## config.mk

```make
export PLATFORM = sky130hd
export DESIGN_NAME = ifs_deser_align
export DESIGN_NICKNAME = d
export VERILOG_FILES = /design/src/rtl/ifs_deser_pkg.sv /design/src/rtl/ifs_deser_shift.sv /design/src/rtl/ifs_deser_align.sv
export SDC_FILE = /design/constraint.sdc
export NUM_CORES = 1
export LEC_CHECK = 0
export CAP_MARGIN = 10
export CORE_MARGIN = 10
export CORE_UTILIZATION = 54
export CTS_CLUSTER_DIAMETER = 200
export DETAILED_ROUTE_END_ITERATION = 8
export PLACE_DENSITY = 0.78
export REMOVE_ABC_BUFFERS = 1
export SYNTH_ARGS = -nofsm -noshare
export SYNTH_HDL_FRONTEND = slang
export SYNTH_SLANG_ARGS = --single-unit
```

## constraint.sdc

```tcl
create_clock -name SCLK -period 2.5 [get_ports SCLK]
set_input_delay 0.375 -clock SCLK [delete_from_list [all_inputs] [get_ports SCLK]]
set_output_delay 0.375 -clock SCLK [all_outputs]
set_load 0.02 [all_outputs]
```

## src/rtl/ifs_deser_pkg.sv

```systemverilog
// Shared types, default framing constants and counter-width helper for the
// ifs_deser_align serial-to-word framer.
package ifs_deser_pkg;

  typedef enum logic [1:0] {
    ST_HUNT   = 2'd0,
    ST_VERIFY = 2'd1,
    ST_LOCKED = 2'd2
  } state_t;

  localparam int         DEF_W           = 8;
  localparam logic [7:0] DEF_SYNC        = 8'hA5;
  localparam int         DEF_FRAME_WORDS = 4;
  localparam int         DEF_LOCK_CNT    = 2;
  localparam int         DEF_MISS_MAX    = 2;

  // Bits needed to hold values 0..n-1, never less than 1.
  function automatic int clog2(input int n);
    int r;
    r = 1;
    while ((1 << r) < n) r++;
    return r;
  endfunction

endpackage

```

## src/rtl/ifs_deser_shift.sv

```systemverilog
// MSB-first shift register and bit counter; flags the EN cycle carrying the
// last bit of a word. align restarts word timing after a HUNT match.
module ifs_deser_shift
  import ifs_deser_pkg::*;
#(
  parameter int W = DEF_W
) (
  input  logic         SCLK,
  input  logic         RSTN,
  input  logic         EN,
  input  logic         SDI,
  input  logic         align,
  output logic [W-1:0] sr_next,
  output logic         word_done
);

  localparam int CW = clog2(W);
  localparam logic [CW-1:0] LAST = CW'(W - 1);

  logic [W-1:0]  sr;
  logic [CW-1:0] bitcnt;

  assign sr_next   = EN ? {sr[W-2:0], SDI} : sr;
  assign word_done = EN && (bitcnt == LAST);

  always_ff @(posedge SCLK) begin
    if (!RSTN) begin
      sr     <= '0;
      bitcnt <= '0;
    end else if (EN) begin
      sr <= sr_next;
      if (align || bitcnt == LAST) bitcnt <= '0;
      else                         bitcnt <= bitcnt + 1'b1;
    end
  end

endmodule

```

## src/rtl/ifs_deser_align.sv

```systemverilog
// Frame hunter/aligner: locks onto SYNC and delivers payload words over
// valid/ready. Define IFS_DESER_ERRCNT_EN to add the ERRCNT sync-error counter.
module ifs_deser_align
  import ifs_deser_pkg::*;
#(
  parameter int           W           = DEF_W,
  parameter logic [W-1:0] SYNC        = W'(DEF_SYNC),
  parameter int           FRAME_WORDS = DEF_FRAME_WORDS,
  parameter int           LOCK_CNT    = DEF_LOCK_CNT,
  parameter int           MISS_MAX    = DEF_MISS_MAX
) (
  input  logic         SCLK,
  input  logic         RSTN,
  input  logic         SDI,
  input  logic         EN,
  output logic [W-1:0] DOUT,
  output logic         DVALID,
  input  logic         DREADY,
  output logic         LOCKED,
  output logic         OVF,
`ifdef IFS_DESER_ERRCNT_EN
  output logic [15:0]  ERRCNT,
`endif
  input  logic         OVF_CLR
);

  localparam int GW = clog2(LOCK_CNT + 1);
  localparam int MW = clog2(MISS_MAX + 1);
  localparam int IW = clog2(FRAME_WORDS + 1);

  state_t          state;
  logic [GW-1:0]   good;
  logic [MW-1:0]   miss;
  logic [IW-1:0]   wordidx;
  logic [W-1:0]    sr_next;
  logic            word_done;
  logic            sync_ok;
  logic            align;
  logic            in_frame;
  logic            new_word;
  logic            out_free;

  ifs_deser_shift #(.W(W)) u_shift (
    .SCLK      (SCLK),
    .RSTN      (RSTN),
    .EN        (EN),
    .SDI       (SDI),
    .align     (align),
    .sr_next   (sr_next),
    .word_done (word_done)
  );

  assign sync_ok  = (sr_next == SYNC);
  assign align    = EN && (state == ST_HUNT) && sync_ok;
  assign in_frame = (state != ST_HUNT);
  assign new_word = (state == ST_LOCKED) && word_done && (wordidx != '0);
  assign out_free = !DVALID || DREADY;

  always_ff @(posedge SCLK) begin
    if (!RSTN) begin
      state   <= ST_HUNT;
      good    <= '0;
      miss    <= '0;
      wordidx <= '0;
      LOCKED  <= 1'b0;
      DOUT    <= '0;
      DVALID  <= 1'b0;
      OVF     <= 1'b0;
    end else begin
      if (align) begin
        good    <= GW'(1);
        miss    <= '0;
        wordidx <= IW'(1);
        if (LOCK_CNT == 1) begin
          state  <= ST_LOCKED;
          LOCKED <= 1'b1;
        end else begin
          state  <= ST_VERIFY;
        end
      end else if (in_frame && word_done) begin
        wordidx <= (wordidx == IW'(FRAME_WORDS)) ? '0 : wordidx + 1'b1;
        if (wordidx == '0) begin
          if (state == ST_VERIFY) begin
            if (sync_ok) begin
              good <= good + 1'b1;
              if (good == GW'(LOCK_CNT - 1)) begin
                state  <= ST_LOCKED;
                LOCKED <= 1'b1;
              end
            end else begin
              state <= ST_HUNT;
              good  <= '0;
            end
          end else if (sync_ok) begin
            miss <= '0;
          end else if (miss == MW'(MISS_MAX - 1)) begin
            state  <= ST_HUNT;
            LOCKED <= 1'b0;
            miss   <= '0;
          end else begin
            miss <= miss + 1'b1;
          end
        end
      end

      // A word arriving while the previous one is still held is dropped.
      if (new_word && out_free) begin
        DOUT   <= sr_next;
        DVALID <= 1'b1;
      end else if (DVALID && DREADY) begin
        DVALID <= 1'b0;
      end

      if (new_word && !out_free) OVF <= 1'b1;
      else if (OVF_CLR)          OVF <= 1'b0;
    end
  end

`ifdef IFS_DESER_ERRCNT_EN
  logic err_inc;
  assign err_inc = (state == ST_LOCKED) && word_done && (wordidx == '0) && !sync_ok;

  always_ff @(posedge SCLK) begin
    if (!RSTN)                           ERRCNT <= '0;
    else if (OVF_CLR)                    ERRCNT <= err_inc ? 16'd1 : 16'd0;
    else if (err_inc && ERRCNT != 16'hFFFF) ERRCNT <= ERRCNT + 16'd1;
  end
`endif

endmodule

```

==> results.env <==
SKEW_NS=0.00977
TIMING.CRITICAL_PATH.FROM_TYPE='input port'
DESIGN_POWER_TOTAL_uW=880
SETUP_VIOL=0
GRT_OVERFLOW=0
VIAS=1166
GRT_PASS1_VIAS=1112
FIN_TNS_SETUP_NS=0
DRC=0
REPORT.FINAL.HOLD_VIOL_COUNT=0
TIMING.HOLD.WORST.CLASS='reg2reg'
DETAIL_ROUTE.WIRELENGTH_MM=2.80
CP_MAX_FO=15
RSZ_0062_RAISED_AFTER_GLOBAL_ROUTING='false'
CRITPATHCAPTURETYPE='flop'
N_ANTENNA_CELL=0
DIE_AREA_UM2=5020
VIAS_PER_CELL=5.86
CLOCK-SINKS=31
NUMBER_OF_FLOPS_MAPPED_TO_ENABLE_CELLS_BY_YOSYS=0
FP.DIEH_UM=70.8
OUTCOME='finished, final reports clean'
POSTSYNTHREGISTERBITS=31
SYNTH.AVG_CELL_AREA_UM2=9.43
DRT-PASS1-ITER-COUNT=6
TIMING.CRITICAL_PATH.ARRIVAL_NS=2.32
TRITONCTS='built'
CORE_AREA_UM2=2480
HOLD_DEPTH=2
FF2FF_PATH_DEPTH=6
ROWS=18
WL_PER_CELL_UM=14.1
STATIC-LEAKAGE-POWER_uW=0.000581
SYNTHTOLAYOUTAREAGROWTH_PCT=19.0
PATH_CLASS='in2reg'
RELSLEWSLACK_PCT=56.9
WORSTSKEWPAIRLATENCY_NS=0.33
LARGEST_NET_DEGREE_AT_THE_START_OF_GLOBAL_ROUTING=22
START_UTIL_PCT=56.3
POSTCTSSETUPBUFFERS=0
MAX-CLOCK-PATH-BUFFERS=2
POSTCTSHOLDBUFS=0
POWER_DENSITY_nW_PER_UM2=530
NETS=179
DETAIL_ROUTE.ITER0.VIOLATIONS=56
HTREE_NUM_LEVELS=2
IOPINCOUNT=17
TIMING.FINAL.CRIT_SHARE_PCT=84.3
NUMBER_OF_ANTENNA_VIOLATIONS_AT_THE_FIRST_CHECK_IN_GLOBAL_ROUTING=0
TOTAL_TRACK_USAGE_PCT=12.3
POST_CTS_RESIZE_COUNT=0
TIMING.FINAL.CRIT_PERIOD_NS=2.11
PLACED_AREA_UM2=1590
ANTENNA_LEFT=0
DPL.HPWL_MM=2.08
SYNTHFLOPTYPE='sky130_fd_sc_hd__dfxtp_1'
POST_SYNTH_INSTANCE_AREA_UM2=1400
LAYOUT_CELL_SHARE_WITH_DRIVE_STRENGTH_BEYOND_1_PCT=11.2
SHARE_OF_FLIP_FLOPS_WITH_AN_ASYNCHRONOUS_SET_OR_RESET_PCT=0
WORST_IR_DROP_VDD_uV=366
CAP_VIOL_MAX_COUNT=0
REQUIRED_NS=2.71
SYNTH.YOSYS.SEQ_AREA_SHARE_PCT=44.5
SYNTH_CELL_TYPE_COUNT=37
FILLER_CELL_COUNT=210
SYNTHCELLS=148
WORSTMARGINPINSLEW_NS=0.646
CLK_PIN_SLEW_WORST_PATHS_NS=0.09
MAX_FREQ_GHz=0.474
GRT_PASS1_WL_MM=5.12
PORT-BUFFER-COUNT=16
FINAL_DESIGN_AREA_NO_FILL_UM2=1660
YOSYSWARNINGCOUNT=0
PLACER_CONGESTION=0.906
FINAL-MAX-SLEW-VIOLATION-COUNT=0
CTS-ROOT-BUF='sky130_fd_sc_hd__clkbuf_4'
CTS_BUFFERS=5
DIE_X_EXTENT_UM=70.8
[cell type report]
class	instances	area (um^2)	share of cell area, %
Timing Repair Buffer	19	183	11.0
Clock buffer	8	68.8	4.14
Inverter	5	18.8	1.13
Multi-Input combinational cell	106	732	44.1
Tap cell	30	37.5	2.26
Sequential cell	31	621	37.4
[cell usage in the layout (no fill, tap or decap), types with 4 or more instances in the layout]
cell / count
sky130_fd_sc_hd__a211oi_1: 11
sky130_fd_sc_hd__a21oi_1: 8
sky130_fd_sc_hd__clkbuf_4: 5
sky130_fd_sc_hd__clkdlybuf4s50_1: 16
sky130_fd_sc_hd__dfxtp_1: 31
sky130_fd_sc_hd__ha_1: 5
sky130_fd_sc_hd__inv_1: 5
sky130_fd_sc_hd__mux2i_1: 10
sky130_fd_sc_hd__nand2_1: 7
sky130_fd_sc_hd__nor2_1: 24
sky130_fd_sc_hd__nor2b_1: 5
sky130_fd_sc_hd__o22ai_1: 4
[layer usage]
layer	share of wire (%)	GRT usage (%)
met4	1.6	5.16
met3	6.1	6.00
met2	47	19.1
met1	45	14.0
met5	0	0
[path summary, 6_finish.rpt]
kind	end	slack, ns	startpoint
setup / recovery	u_shift.bitcnt[2]$_SDFFE_PN0P_	0.39	EN
hold / removal	good[1]$_SDFFE_PP0P_	0.48	good[1]$_SDFFE_PP0P_
setup reg to reg	good[1]$_SDFFE_PP0P_	0.54	u_shift.bitcnt[0]$_SDFFE_PN0P_
hold reg to reg	good[1]$_SDFFE_PP0P_	0.48	good[1]$_SDFFE_PP0P_
[cell families (layout without fill, tap and decap cells)]
kind of cell / Yosys count / in the layout / synth area share [%]
adder cells (fa/ha/maj): 5 / 5 / 4.48
buffers and inverters: 11 / 32 / 3.05
AND/OR/NAND/NOR: 55 / 55 / 21.5
flip-flops: 31 / 31 / 44.5
AO/OA/AOI/OAI: 35 / 35 / 18.2
multiplexers: 11 / 11 / 8.25
[critical path, cell delays in order]
cell	delay [ns]
sky130_fd_sc_hd__clkdlybuf4s50_1	0.55
sky130_fd_sc_hd__buf_4	0.24
sky130_fd_sc_hd__or3b_2	0.52
sky130_fd_sc_hd__o31ai_4	0.47
sky130_fd_sc_hd__o22ai_1	0.16
[synth_stat cells, types with 3 or more instances]
cell type | count | area (um^2)
sky130_fd_sc_hd__nor2_1 | 24 | 90.1
sky130_fd_sc_hd__o21ai_0 | 3 | 15.0
sky130_fd_sc_hd__nand4b_1 | 3 | 26.3
sky130_fd_sc_hd__mux2i_1 | 10 | 100
sky130_fd_sc_hd__a21oi_1 | 8 | 40.0
sky130_fd_sc_hd__nand2_1 | 7 | 26.3
sky130_fd_sc_hd__clkbuf_1 | 4 | 15.0
sky130_fd_sc_hd__nor3_1 | 3 | 15.0
sky130_fd_sc_hd__dfxtp_1 | 31 | 621
sky130_fd_sc_hd__a211oi_1 | 11 | 82.6
sky130_fd_sc_hd__ha_1 | 5 | 62.6
sky130_fd_sc_hd__nor2b_1 | 5 | 31.3
sky130_fd_sc_hd__inv_1 | 5 | 18.8
sky130_fd_sc_hd__o22ai_1 | 4 | 25.0
[state kept, by name, summed over array words and instances, names as in the netlist]
register and cells:
LOCKED 1, wordidx 3, DOUT 8, u_shift.bitcnt 3, miss 2, DVALID 1, good 2, state 2
OVF 1, u_shift.sr 8
[per-stage QoR]
| stage | util (%) | instances | hold WS (ns) | setup WS (ns) |
|---|---|---|---|---|
| after CTS | 67.0 | 199 | 0.474 | 0.409 |
| after floorplan | - | 142 | 0.440 | 0.541 |
| after detailed placement | 64.2 | 191 | 0.459 | 0.0585 |
| after global routing | 67.0 | 199 | 0.500 | 0.318 |
| after global placement | 64.2 | 191 | 0.447 | 0.104 |
| final | 67.0 | 199 | 0.476 | 0.392 |
[report_power, final]
part           internal [uW]  switching (uW)
sequential               498            3.90
clock                    165             169
combinational           19.7            24.3
total                    683             197
Power figures use the tool's default switching activity.
==> variant 1, RTL diff (same flow settings) <==
`DEF_W`: 8 -> 6.
--- a/src/rtl/ifs_deser_pkg.sv
+++ b/src/rtl/ifs_deser_pkg.sv
@@ -10,3 +10,3 @@
 
-  localparam int         DEF_W           = 8;
+  localparam int         DEF_W           = 6;
   localparam logic [7:0] DEF_SYNC        = 8'hA5;
Interface: changed (resized DOUT); port bits go from 17 to 15. No check against the original RTL was run, so the function may have changed too.
==> variant 1 against the unedited design <==
Sequential power fell by 13%; final area fell by 13%; count of clock-buffer cells in the layout fell by 5; largest cell class unchanged; area after synthesis fell by 11%; highest routed layer unchanged; first-iteration DRC count fell by 18%; worst setup slack improved by 0.098 ns; cell count fell by 10%; combinational power fell by 15%; routed wire length fell by 12%; total power fell by 24%; clock skew rose by 0.0070 ns; sequential cell count fell by 4; via count fell by 14%.
==> variant 1: results <==
[layout]
multi_input_area_share_pct = 45.14
multi_input_gates = 97
nNetsFinal = 163
seq_share_pct = 37.50
drive_gt1_share_pct = 7.947
inv_count = 6

[yosys]
synth_common_cells = 27 x dfxtp_1, 20 x nor2_1, 11 x a21oi_1
yosysSeqAreaShare_pct = 43.72
ys_types = 38

[pwr]
p_seq_mw = 0.439
clockPowerShare_pct = 28.6

[timing]
holdWs_ns = 0.4822

[clock_tree]
htree_num_levels = 1
cts-buffers-inserted = 3

[global_routing]
grt_max_degree = 19
grt_usage_pct = 11.44

[placed_design]
dp_cells = 175
postPlaceCellArea_um2 = 1411

[setup_path]
crit_slowest_cell = a2111o_1
reg2reg_from = u_shift.sr[1]
critical_path_arrival_ns = 2.24
reg2reg_depth = 4

[drt]
vias_per_cell = 5.603
wire_per_inst_um = 13.83
via_count = 1003

[outcome]
status = finished clean
variant 1: cell types whose count changed after synthesis, sizes merged, moves of 2 or more:
cell    change
nand3       +3
dfxtp       -4
nand4b      -2
o22ai       -4
and3        +2
mux2i       -3
a21oi       +2
nor2        -4
a211oi      -4
o31ai       -2
variant 1: logic make-up after synthesis:
kind of cell    after synthesis  share of synthesized area (%)
mux                           8                          6.579
fa+ha+maj                     5                          5.061
buf+inv                      10                          3.643
compound gates               29                          17.21
simple gates                 55                          23.79
flops                        27                          43.72
variant 1: metal layers:
| metal | vias up | routed length [um] | part of all wire, % | track usage, % |
|---|---|---|---|---|
| li1 | 514 | - | - | - |
| met1 | 475 | 1168 | 47 | 13.55 |
| met2 | 12 | 1219 | 49 | 19.95 |
| met3 | 2 | 69 | 2.8 | 2.773 |
| met4 | 0 | 17 | 0.69 | 3.518 |
| met5 | - | 0 | 0 | 0 |
==> variant 2, RTL diff (same flow settings) <==
Without the edit above. Re-encode `state_t` (3 states) as one-hot, 3 bits wide.
--- a/src/rtl/ifs_deser_pkg.sv
+++ b/src/rtl/ifs_deser_pkg.sv
@@ -4,6 +4,6 @@
 
-  typedef enum logic [1:0] {
-    ST_HUNT   = 2'd0,
-    ST_VERIFY = 2'd1,
-    ST_LOCKED = 2'd2
+  typedef enum logic [2:0] {
+    ST_HUNT   = 3'b001,
+    ST_VERIFY = 3'b010,
+    ST_LOCKED = 3'b100
   } state_t;
Behaviour: no difference found for any inputs over 10 cycles, from zero or initial values and one cycle with RSTN low; not proved beyond that.
==> variant 2 against the unedited design <==
Routed wire length up 11%; via count increased by 3.0%; count of clock-buffer cells in the layout decreased by 1; sequential cell count up 1; cell count is 6.0% higher; final area is 7.2% higher; area after synthesis is 2.3% higher; first-iteration DRC count down 1.8%; total power grew 14%; worst setup slack better by 0.043 ns.
==> variant 2: results <==
[global_routing]
grt_usage_pct = 13.20
grt_use_met2_pct = 21.08
grt_pass1_vias = 1229
grt_pass1_wl_um = 5575
grt_use_met1_pct = 14.86
grt_use_met3_pct = 5.923
antenna_found_initial = 0
grt_max_degree = 26

[setup_path]
worstPathMaxFanout = 4
reg2reg_depth = 6
reg2reg_from = u_shift.bitcnt[0]
r2r_slack_ns = 0.46
r2r_end = good[1]
critical_path_arrival_ns = 2.30

[layout]
nFillCells = 191
num_antenna_cells = 0
drive_gt1_share_pct = 14.36
reg_top3 = DOUT: 8 flops, u_shift.sr: 8 flops
nNetsFinal = 191

[min_path]
hp-class = flip-flop to flip-flop
worst_hold_path.num_cells = 2
hp-start = good[1]
hold_path_end = good[1]

[clock_tree]
cts_setup_buffers = 0
clk_pin_slew_ns = 0.10
htree_num_levels = 2
cts_resized = 0

[drt]
vias_per_cell = 5.692
dr.pass1.iters = 4
wirelength_um = 3110
first_iter_violations = 55

[placed_design]
postPlaceCellArea_um2 = 1685
gp_congestion = 0.8088
dpl.hpwl_um = 2261

[pwr]
vdd_ir_drop_max_uv = 444.1
power_leakage_nw = 0.6483

[timing]
skew_ns = 0.007726
setup_viol = 0
hold_viol = 0
max_slew_margin_pct = 63.78

[yosys]
synth_async_sr_flop_share_pct = 0
synth_compound_area_share_pct = 16.30
netlist_top_cells_area = dfxtp_1 45%, mux2i_1 6.3%, nor2_1 6.0%
synth_common_cells = 32 x dfxtp_1, 23 x nor2_1, 9 x a21oi_1, 9 x mux2i_1, 9 x nand2_1
synthXorXnorAreaFrac_pct = 0
yosysSeqAreaShare_pct = 44.87
yosys.area_share.adder_pct = 4.382
synthMuxAreaShare_pct = 7.362
ys_warn_count = 0
ys_types = 40

[outcome]
status = finished clean

[job]
maxCapViolations = 0
[variant 2: cell types whose count changed in the layout (fill, tap and decap cells not counted), sizes merged, moves of 2 or more]
cell / unedited run / this run
inv: 5 / 3
nand2: 7 / 9
buf: 3 / 12
nor3b: 0 / 4
a211oi: 11 / 8
o22ai: 4 / 2
a41o: 0 / 2
[variant 2: metrics by stage]
step	total power, mW	worst slack [ns]	instances	util, %	hold WS (ns)
after CTS	1.018	0.4496	211	71.22	0.4595
after detailed placement	0.5762	0.09173	203	67.42	0.4469
after floorplan	0.5485	0.5393	145	-	0.4319
after global routing	1.044	0.3610	211	71.22	0.4903
final	1.004	0.4359	211	71.22	0.4595
after global placement	0.5744	0.1097	203	67.42	0.4363
[variant 2: cells by family after synthesis]
kind of cell | after synthesis
adder cells (fa/ha/maj) | 5
AO/OA/AOI/OAI | 33
buffers and inverters | 11
multiplexers | 10
flip-flops | 32
AND/OR/NAND/NOR | 61
[variant 2: cell type report]
type / instances / area, um^2 / area share [%]
Clock inverter: 1 / 30.03 / 1.687
Timing Repair Buffer: 28 / 250.2 / 14.05
Multi-Input combinational cell: 109 / 742.0 / 41.67
Inverter: 4 / 15.01 / 0.8433
Clock buffer: 7 / 65.06 / 3.654
Sequential cell: 32 / 640.6 / 35.98
Tap cell: 30 / 37.54 / 2.108
[variant 2: where the power goes]
part	total [mW]	internal [mW]	switching [mW]
Combinational	0.0469	0.0223	0.0246
Sequential	0.518	0.514	0.00377
Clock	0.439	0.265	0.174
Total	1.00	0.802	0.202
[variant 2: worst max path at each step]
stage	from	end	slack (ns)	depth (start not counted)
global placement	EN	state[0]	0.11	5
finish	EN	state[0]	0.44	5
floorplan	u_shift.bitcnt[0]	DOUT[0]	0.54	6
global route	u_shift.bitcnt[0]	good[1]	0.36	6
detailed placement	EN	state[0]	0.09	5
CTS	EN	state[0]	0.45	5
[variant 2: critical path, stage by stage]
cell,delay (ns)
clkdlybuf4s50_1,0.42
or4b_4,0.52
mux2_4,0.29
or3_1,0.38
a211o_1,0.31
[variant 2: routing by layer]
metal / share of wire, % / routed length [um]
met2: 48 / 1495
met5: 0 / 0
met1: 44 / 1373
met4: 1.7 / 54
met3: 6.0 / 186
